$ cat src/rtl/serial_add_ctrl_pkg.sv
// Shared types and helpers for the bit-serial adder sequencer.
// Holds the FSM state encoding and the legal operand-width range.
package serial_add_ctrl_pkg;

    typedef enum logic [1:0] {
        StIdle = 2'd0,
        StRun  = 2'd1,
        StDone = 2'd2
    } state_e;

    localparam int unsigned WMin = 1;
    localparam int unsigned WMax = 64;

    function automatic bit w_legal(input int unsigned w);
        return (w >= WMin) && (w <= WMax);
    endfunction

endpackage

$ cat src/rtl/serial_add_ctrl_fulladd.sv
// Single-bit full adder; the one arithmetic cell the sequencer time-shares.
module serial_add_ctrl_fulladd (
    input  logic x,
    input  logic y,
    input  logic z,
    output logic s,
    output logic co
);

    assign s  = x ^ y ^ z;
    assign co = (x & y) | (z & (x ^ y));

endmodule

$ cat src/rtl/serial_add_ctrl.sv
// Bit-serial adder: {cout,sum} = a + b + cin, one bit per clock, LSB first,
// driven by a start/busy/done handshake around a single full-adder cell.
module serial_add_ctrl
    import serial_add_ctrl_pkg::*;
#(
    parameter int unsigned W = 8
) (
    input  logic         clk,
    input  logic         rst_n,
    input  logic         start,
    input  logic [W-1:0] a,
    input  logic [W-1:0] b,
    input  logic         cin,
    output logic         busy,
    output logic         done,
    output logic [W-1:0] sum,
    output logic         cout
);

    localparam int unsigned CW = $clog2(W + 1);

    if (!w_legal(W)) begin : g_bad_w
        $error("serial_add_ctrl: W must be in 1..64");
    end

    state_e         state_q, state_d;
    logic [W-1:0]   a_sh_q, b_sh_q, res_sh_q, res_nxt;
    logic           c_q;
    logic [CW-1:0]  cnt_q;
    logic           busy_q, done_q, cout_q;
    logic [W-1:0]   sum_q;
    logic           fa_sum, fa_cout;
    logic           accept, last;

    serial_add_ctrl_fulladd u_fa (
        .x  (a_sh_q[0]),
        .y  (b_sh_q[0]),
        .z  (c_q),
        .s  (fa_sum),
        .co (fa_cout)
    );

    // New sum bit enters at the MSB so the LSB-first result lands aligned after W shifts.
    if (W == 1) begin : g_w1
        assign res_nxt = fa_sum;
    end else begin : g_wn
        assign res_nxt = {fa_sum, res_sh_q[W-1:1]};
    end

    assign last = (cnt_q == CW'(W - 1));

    always_comb begin
        state_d = state_q;
        accept  = 1'b0;
        case (state_q)
            StIdle: begin
                if (start) begin
                    state_d = StRun;
                    accept  = 1'b1;
                end
            end
            StRun: begin
                if (last) state_d = StDone;
            end
            StDone: begin
                if (start) begin
                    state_d = StRun;
                    accept  = 1'b1;
                end else begin
                    state_d = StIdle;
                end
            end
            default: state_d = StIdle;
        endcase
    end

    always_ff @(posedge clk) begin
        if (!rst_n) begin
            state_q  <= StIdle;
            busy_q   <= 1'b0;
            done_q   <= 1'b0;
            a_sh_q   <= '0;
            b_sh_q   <= '0;
            res_sh_q <= '0;
            c_q      <= 1'b0;
            cnt_q    <= '0;
            sum_q    <= '0;
            cout_q   <= 1'b0;
        end else begin
            state_q <= state_d;
            busy_q  <= (state_d == StRun);
            done_q  <= (state_d == StDone);
            if (accept) begin
                a_sh_q   <= a;
                b_sh_q   <= b;
                c_q      <= cin;
                res_sh_q <= '0;
                cnt_q    <= '0;
            end else if (state_q == StRun) begin
                a_sh_q   <= a_sh_q >> 1;
                b_sh_q   <= b_sh_q >> 1;
                c_q      <= fa_cout;
                res_sh_q <= res_nxt;
                cnt_q    <= cnt_q + CW'(1);
                if (last) begin
                    sum_q  <= res_nxt;
                    cout_q <= fa_cout;
                end
            end
        end
    end

    assign busy = busy_q;
    assign done = done_q;
    assign sum  = sum_q;
    assign cout = cout_q;

endmodule
$ cat config.mk
export PLATFORM = sky130hd
export DESIGN_NAME = serial_add_ctrl
export DESIGN_NICKNAME = d
export VERILOG_FILES = /design/src/rtl/serial_add_ctrl_pkg.sv /design/src/rtl/serial_add_ctrl_fulladd.sv /design/src/rtl/serial_add_ctrl.sv
export SDC_FILE = /design/constraint.sdc
export NUM_CORES = 1
export LEC_CHECK = 0
export ABC_AREA = 1
export CAP_MARGIN = 30
export CORE_MARGIN = 2
export CORE_UTILIZATION = 45
export DETAILED_ROUTE_END_ITERATION = 10
export PLACE_DENSITY_LB_ADDON = 0.15
export RECOVER_POWER = 25
export SYNTH_ARGS = -nofsm -noshare
export SYNTH_HDL_FRONTEND = slang
export SYNTH_SLANG_ARGS = --single-unit
$ cat constraint.sdc
create_clock -name clk -period 1.5 [get_ports clk]
set_input_delay 0.225 -clock clk [delete_from_list [all_inputs] [get_ports clk]]
set_output_delay 0.225 -clock clk [all_outputs]
set_load 0.01 [all_outputs]
# Word-level counts from Yosys, hierarchy flattened
# Index checks and enable logic that the tools add are counted.
# Widths: inputs -> output; s select.
[totals]
reg_bits = 42
mem_count = 0
rom_bits = 0
latch_bits = 0
in_bits = 20
word_cells = 40
mem_bits_rw = 0
[classes]
order_cmp = 0
eq_ne = 5
n_bitwise = 7
div_mod_pow = 0
n_mul = 0
shifts = 0
mux = 12
n_reduce_logical = 5
n_addsub = 1
[ops]
columns = ["op", "count"]
rows = [
  ["$mux 8", 4],
  ["$pmux 2 s3", 1],
  ["$mux 1", 5],
  ["$add 4x1->4 const B", 1],
  ["$eq 2x1->1 const B", 2],
  ["$eq 2x2->1 const B", 2],
  ["$eq 4x3->1 const B", 1],
  ["$mux 2", 2],
  ["$reduce_or 2->1", 2],
  ["$reduce_and 3->1", 1],
  ["$and 1x1->1", 2],
  ["$logic_not 2->1", 1],
  ["$not 1->1", 2],
  ["$reduce_bool 2->1", 1],
  ["$xor 1x1->1", 2],
  ["$or 1x1->1", 1],
]

# Longest topological paths before layout
# Gate-level depths: netlist (run 1).
[depth]
word_depth = 5
ltp_mapped = 8
mapped_depth_nobuf = 7

# Modules after synthesis
# From an unflattened synthesis (run 1), not the netlist that was laid out.
[hier_totals]
cells_unflattened = 251
area_unflattened_um2 = 1839.3
[modules_own_cells]
columns = ["mod", "n_inst", "area_per_inst_um2", "cells_each"]
rows = [
  ["serial_add_ctrl", 1, 1819.2, 250],
  ["serial_add_ctrl_fulladd", 1, 20.0, 1],
]

# Least setup slack after synthesis (run 1)
# No wires, ideal clock.
[synth_timing]
path_type = "register -> register"
from = "register cnt_q[0]"
to = "register sum_q[2] (netlist: sum[2])"
t_required_ns = 1.426
period_less_slack_ns = 1.198
n_path_buf = 1
stages_incl_launch_ff = 7
arrival_ns = 1.123
path_slack_ns = 0.302
path_cell_list = "dfxtp_1 -> ha_1 -> nand3_1 -> nor2_4 -> buf_6 -> nand3_1 -> o21ai_0"
[synth_via]
elab_chain_len = 2
[synth_rtl]
columns = ["element", "line", "text"]
rows = [
  ["start: declaration", "serial_add_ctrl.sv:29", "logic [CW-1:0] cnt_q;"],
  ["start signal: assignment", "serial_add_ctrl.sv:104", "cnt_q <= cnt_q + CW'(1);"],
  ["$eq 4x3->1", "serial_add_ctrl.sv:50", "assign last = (cnt_q == CW'(W - 1));"],
  ["$reduce_and 3->1 (no source line)", "n/a", ""],
  ["end signal: assignment", "serial_add_ctrl.sv:106", "sum_q <= res_nxt;"],
  ["end: declaration", "serial_add_ctrl.sv:31", "logic [W-1:0] sum_q;"],
]
# Every way passes these cells.
# A chain may end at the register's enable or synchronous reset.

# Worst setup path in the final report (run 1)
[layout_timing]
from = "register sum_q[6] (netlist: sum[6])"
to = "output sum[6]"
[layout_lines]
columns = ["element", "line", "text"]
rows = [
  ["end: declaration", "serial_add_ctrl.sv:16", "output logic [W-1:0] sum,"],
]
# No word-level cell between the ends.

==> flow_summary.json, run 1 <==
{
  "cts_num_sinks": 41,
  "critPathLaunchType": "flip-flop",
  "r2r_cells": 7,
  "ioPinCount": 31,
  "worstSkewPairLatency_ps": 290,
  "slew-limit-headroom": 0.812,
  "grt_max_degree": 25,
  "clkSlewWorstSetupHoldPaths_ps": 70,
  "worst_slew_pin_slew_ps": 281,
  "wl_per_cell_um": 10.4,
  "power.share.sequential": 0.536,
  "rsz0062_at_grt": "false",
  "num_vias": 1557,
  "gr-total-overflow": 0,
  "hold-worst-slack_ps": 455,
  "multi_input_area_sq_um": 779,
  "die_x_um": 67.3,
  "critPathLaunch": "sum[6]$_SDFFE_PN0P_",
  "synth_common_cells": "65 x nand2_1, 41 x dfxtp_1, 32 x nand3_1",
  "synth_top_area_cell": "dfxtp_1",
  "crit_path_end": "sum[6]",
  "crit_cells": 1,
  "initialDrtViolationCount": 83,
  "switching_power_uw": 554,
  "ant_nets": 0,
  "fin_total_pwr_mw": 2.19,
  "synthesis.nets": 271,
  "grt_use_total": 0.176,
  "cts_made_buffers": 5,
  "synth_ff_type": "dfxtp_1",
  "worstReg2RegStart": "cnt_q[0]$_SDFFE_PP0P_",
  "hp-start": "sum[7]$_SDFFE_PN0P_",
  "io_buffers": 30,
  "critical-path-top-delay-family": "buffers and inverters",
  "cts.hold.buffers_added": 0,
  "die_area_sq_um": 4530,
  "synth_async_sr_flop_share": 0,
  "synthDistinctLibCells": 21,
  "dpl_cell_area_sq_um": 2140,
  "die_y_um": 67.3,
  "drv_slew": 0,
  "cts_tree": "built",
  "coreArea_sq_um": 3940,
  "fin_crit_sh": 0.917,
  "max_freq_mhz": 727,
  "crit_arrival_ps": 1150,
  "r2r-end": "cout$_SDFFE_PN0P_",
  "n_antenna_cell": 0,
  "cp_cell_sequence": "clkdlybuf4s50_1",
  "clock_path_buffers": 2,
  "place.detailed.hpwl_um": 2420,
  "grt_pass1_wl_um": 6040,
  "htree_levels": 2,
  "synth_seq_cells": 41,
  "powerDensity_nw_per_um2": 971,
  "critical_path.max_stage_delay_ps": 530,
  "ir_drop_mv": 0.557,
  "first_pass_iters": 4,
  "hp-class": "flip-flop to flip-flop",
  "fillers": 399,
  "synth_most_common_cell": "nand2_1",
  "rows": 23,
  "path_buf_inv": 1,
  "finClkSkew_ps": 3.86,
  "synth_top_area_frac": 0.455,
  "instances_no_fill": 335,
  "synth_area_leaders": "dfxtp_1 45%, nand2_1 14%, nand3_1 8.9%",
  "synth.avg_cell_area_sq_um": 7.25,
  "wirelength_um": 3480,
  "worstSetupPathType": "flip-flop to output port",
  "cp-end-kind": "output port",
  "cp.required_ps": 1270,
  "combinationalPowerShare": 0.135,
  "cts-root-buf": "clkbuf_8",
  "syn_inst": 249,
  "setup_tns_ps": 0,
  "seqCellArea_sq_um": 822,
  "syn_area_sq_um": 1810,
  "status": "completed",
  "initial_utilization": 0.458,
  "setup_violations": 0,
  "hold_viol": 0,
  "synth_warnings": 0,
  "dpl.cell_count": 327,
  "clkPwrFrac": 0.330,
  "fin_crit_ps": 1380,
  "synthToLayoutAreaGrowth_pct": 24.9,
  "first_global_vias": 1375,
  "gp_congestion": 0.758,
  "swShare": 0.253,
  "drive_above_1_share": 0.0842,
  "stdcell_area_sq_um": 2260,
  "vias_per_cell": 4.65,
  "synth-edff-count": 0,
  "leakage_nw": 0.947,
  "finalNetCount": 307,
  "drc": 0,
  "drv_cap": 0,
  "crit_slowest_cell": "clkdlybuf4s50_1",
  "antenna_found_initial": 0,
  "yosysSeqAreaShare": 0.455,
  "critPathMaxFanout": 2,
  "ff2ff_setup_slack_ps": 160,
  "intPower_mw": 1.64
}
-- routing by layer --
layer  vias up  routed length, um  track usage
met3         8                180       0.0400
met1       653               1800        0.244
met5         -                  0            0
met2        41               1440        0.261
met4         0                 60       0.0765
li1        855                  -            -
-- repair_timing --
action,CTS,global route
gates resized for setup,0,2
setup buffers,0,1
setup endpoints to repair,0,18
-- area by class of cell --
type / instances / area share
multi-input cells: 165 / 0.346
flip-flops and latches: 41 / 0.364
repair buffers: 38 / 0.165
well taps: 50 / 0.0277
clock buffers: 7 / 0.0383
inverters: 34 / 0.0588
-- state kept, by name (all words and copies together) (netlist names) --
| register | cells |
|---|---|
| a_sh_q | 8 |
| b_sh_q | 8 |
| sum | 8 |
| res_sh_q | 7 |
| cnt_q | 4 |
| state_q | 2 |
| busy | 1 |
| c_q | 1 |
| cout | 1 |
| done | 1 |
-- power groups by stage --
stage	registers, mW	logic, mW	clock network [mW]
2_1_floorplan	1.19	0.213	0
3_3_place_gp	1.20	0.295	0
3_5_place_dp	1.20	0.295	0
4_1_cts	1.17	0.297	0.743
5_1_grt	1.18	0.341	0.784
6_report	1.17	0.295	0.721
-- worst min path at each step --
stage,endpoint,slack (ps),cells after the start
3_5_place_dp,sum[7]$_SDFFE_PN0P_,450,2
2_1_floorplan,a_sh_q[7]$_SDFFE_PN0P_,360,2
3_3_place_gp,sum[3]$_SDFFE_PN0P_,450,2
5_1_grt,sum[7]$_SDFFE_PN0P_,470,2
4_1_cts,sum[7]$_SDFFE_PN0P_,460,2
6_report,sum[7]$_SDFFE_PN0P_,460,2
-- logic make-up (layout without fill, tap and decap cells) --
family	after synthesis	count (layout)	share of synthesized area
xor gates and xnor gates	1	1	0.00485
adders and majority gates	2	2	0.0180
AOI/OAI and AO/OA	31	31	0.0859
buffers and inverters	43	79	0.116
and+or+nand+nor	131	131	0.320
DFF	41	41	0.455
-- metrics by stage --
| step | utilization | setup slack, ps |
|---|---|---|
| detailed placement | 0.544 | 34.0 |
| global route | 0.572 | 34.5 |
| finish | 0.572 | 124 |
| global placement | 0.544 | 23.0 |
| CTS | 0.566 | 10.9 |
| floorplan | - | 302 |
-- placed cells by master, fill, tap and decap left out, types with 2 or more instances in the layout --
master,n
nand2_1,65
nor2_1,20
dfxtp_1,40
nor2_4,2
inv_4,2
clkdlybuf4s50_1,29
inv_2,2
clkbuf_8,6
nor3_1,10
nand3_1,31
buf_4,7
a21oi_1,18
o21ai_0,12
inv_1,30
(Power assumes the default switching activity.)
==> run 2: changes to the inputs <==
--- a/config.mk
+++ b/config.mk
@@ -14,4 +14,5 @@
 export RECOVER_POWER = 25
 export SYNTH_ARGS = -nofsm -noshare
 export SYNTH_HDL_FRONTEND = slang
+export SYNTH_HIERARCHICAL = 1
 export SYNTH_SLANG_ARGS = --single-unit
==> constraint.sdc (replaced) <==
create_clock -name clk -period 1.1 [get_ports clk]
set_input_delay 0.165 -clock clk [delete_from_list [all_inputs] [get_ports clk]]
set_output_delay 0.165 -clock clk [all_outputs]
set_load 0.01 [all_outputs]
==> flow_summary.json, run 2 <==
{
  "cts_made_buffers": 5,
  "grt_max_degree": 25,
  "hold-worst-slack_ps": 454,
  "wirelength_um": 3810,
  "violations": "negative setup slack",
  "busiest_layer": "met2",
  "die_x_um": 67.9,
  "synth.avg_cell_area_sq_um": 7.33,
  "coreArea_sq_um": 3970,
  "synth-edff-count": 0,
  "dpl_cell_area_sq_um": 2280,
  "powerDensity_nw_per_um2": 1340,
  "htree_levels": 2,
  "cts_tree": "built",
  "r2r_cells": 3,
  "grt_use_total": 0.181,
  "initial_utilization": 0.463,
  "worstReg2RegStart": "b_sh_q[0]$_SDFFE_PN0P_",
  "worstSkewPairLatency_ps": 300,
  "grt_pass1_wl_um": 6160,
  "place.detailed.hpwl_um": 2590,
  "hold_viol": 0,
  "status": "finished, violations left",
  "place_ws_ps": -344,
  "rsz0062_at_grt": "true",
  "r2r-end": "res_sh_q[7]$_SDFFE_PP0P_",
  "drv_cap": 0,
  "finalNetCount": 328,
  "critPathMaxFanout": 2,
  "initialDrtViolationCount": 77,
  "gp_congestion": 0.791,
  "synth_top_area_frac": 0.446,
  "cts_num_sinks": 41,
  "yosysSeqAreaShare": 0.446,
  "slew-limit-headroom": 0.821,
  "grtUsageMet3": 0.0576,
  "wl_per_cell_um": 10.7,
  "num_vias": 1649,
  "cp-end-kind": "flip-flop",
  "die_area_sq_um": 4610,
  "synth_async_sr_flop_share": 0,
  "io_buffers": 30,
  "crit_path_end": "res_sh_q[7]$_SDFFE_PP0P_",
  "ff2ff_setup_slack_ps": -20,
  "drv_slew": 0,
  "fin_crit_sh": 1.02,
  "first_global_vias": 1450,
  "cp.required_ps": 1340,
  "rows": 23,
  "ioPinCount": 31,
  "antenna_found_initial": 0,
  "ir_drop_mv": 0.643,
  "instances_no_fill": 357,
  "final_common_cell": "nand2_1",
  "clock_path_buffers": 2,
  "synthesis.nets": 273,
  "syn_inst": 251,
  "synth_warnings": 6,
  "n_antenna_cell": 0,
  "synth_most_common_cell": "nand2_1",
  "dpl.cell_count": 343,
  "synth_top_area_cell": "dfxtp_1",
  "drive_above_1_share": 0.202,
  "stdcell_area_sq_um": 2530,
  "final_core_util": 0.636,
  "drc": 0,
  "layout_common_cells": "62 x nand2_1, 36 x dfxtp_1, 35 x nand3_1",
  "setup_violations": 3,
  "vias_per_cell": 4.62,
  "max_freq_mhz": 889,
  "syn_area_sq_um": 1840,
  "synth_ff_type": "dfxtp_1",
  "worstSetupPathType": "flip-flop to flip-flop",
  "gr-total-overflow": 0,
  "use_met2": 0.290,
  "die_y_um": 67.9,
  "ant_nets": 0,
  "leakage_nw": 1.12,
  "synth_seq_cells": 41,
  "fillers": 379,
  "finClkSkew_ps": 6.42,
  "cts.hold.buffers_added": 0,
  "synthDistinctLibCells": 24,
  "clkSlewWorstSetupHoldPaths_ps": 80,
  "worst_slew_pin_slew_ps": 269,
  "synthToLayoutAreaGrowth_pct": 37.4,
  "critPathLaunch": "b_sh_q[0]$_SDFFE_PN0P_",
  "finalWorstSetupSlack_ps": -24.4,
  "setup_tns_ps": -39.4,
  "first_pass_iters": 4,
  "crit_arrival_ps": 1370,
  "fin_crit_ps": 1120,
  "synth_common_cells": "63 x nand2_1, 41 x dfxtp_1, 36 x nand3_1",
  "met1_usage": 0.221,
  "synth_area_leaders": "dfxtp_1 45%, nand2_1 13%, nand3_1 9.8%",
  "fin_total_pwr_mw": 3.38,
  "cts-root-buf": "clkbuf_8",
  "hp-class": "flip-flop to flip-flop",
  "critPathLaunchType": "flip-flop"
}
run 2: kinds of logic after synthesis:
kind of cell	count (synthesis)	synth area share
AOI/OAI and AO/OA	27	0.0735
buffers and inverters	45	0.131
adders and majority gates	2	0.0177
xor gates and xnor gates	1	0.00476
DFF	41	0.446
and+or+nand+nor	135	0.327
run 2: critical path, stage by stage (launching register included):
cell and delay (ps):
dfxtp_2 340, fa_1 560, nand2_1 70, a21oi_2 100
run 2: how the worst min path moves through the flow:
| stage | start | end | slack, ps | cells past startpoint |
|---|---|---|---|---|
| 2_1_floorplan | a[7] | a_sh_q[7]$_SDFFE_PN0P_ | 300 | 2 |
| 3_5_place_dp | sum[2]$_SDFFE_PN0P_ | sum[2]$_SDFFE_PN0P_ | 460 | 2 |
| 4_1_cts | sum[7]$_SDFFE_PN0P_ | sum[7]$_SDFFE_PN0P_ | 450 | 2 |
| 6_report | sum[7]$_SDFFE_PN0P_ | sum[7]$_SDFFE_PN0P_ | 450 | 2 |
| 5_1_grt | sum[7]$_SDFFE_PN0P_ | sum[7]$_SDFFE_PN0P_ | 470 | 2 |
| 3_3_place_gp | sum[3]$_SDFFE_PN0P_ | sum[3]$_SDFFE_PN0P_ | 450 | 2 |
run 2: repair_timing:
action,in CTS,in global routing
resized for setup,24,23
setup buffers,4,1
setup endpoints to repair,44,43
cloned,0,1
pin swaps,5,7
run 2: layout make-up:
type                       count  area (sq um)  area share
tap                           50          62.6      0.0248
timing repair buffer          57           537       0.212
clock inverter                 1          30.0      0.0119
sequential                    41           827       0.327
multi-input combinational    165           836       0.331
clock buffer                   7          86.3      0.0342
inverter                      35           141      0.0559
timing repair inverter         1          7.51     0.00297
run 2: report_power, final:
part           switching, mW  leakage [nW]  internal (mW)
Sequential            0.0379         0.336           1.55
Combinational          0.279         0.721          0.254
Clock                  0.511        0.0585          0.740
run 2: routing by layer:
layer | vias to the layer above | wire length [um] | share of wire
li1 | 886 | - | -
met1 | 722 | 1870 | 0.49
met2 | 35 | 1690 | 0.44
met3 | 6 | 178 | 0.047
met4 | 0 | 78 | 0.020
met5 | - | 0 | 0
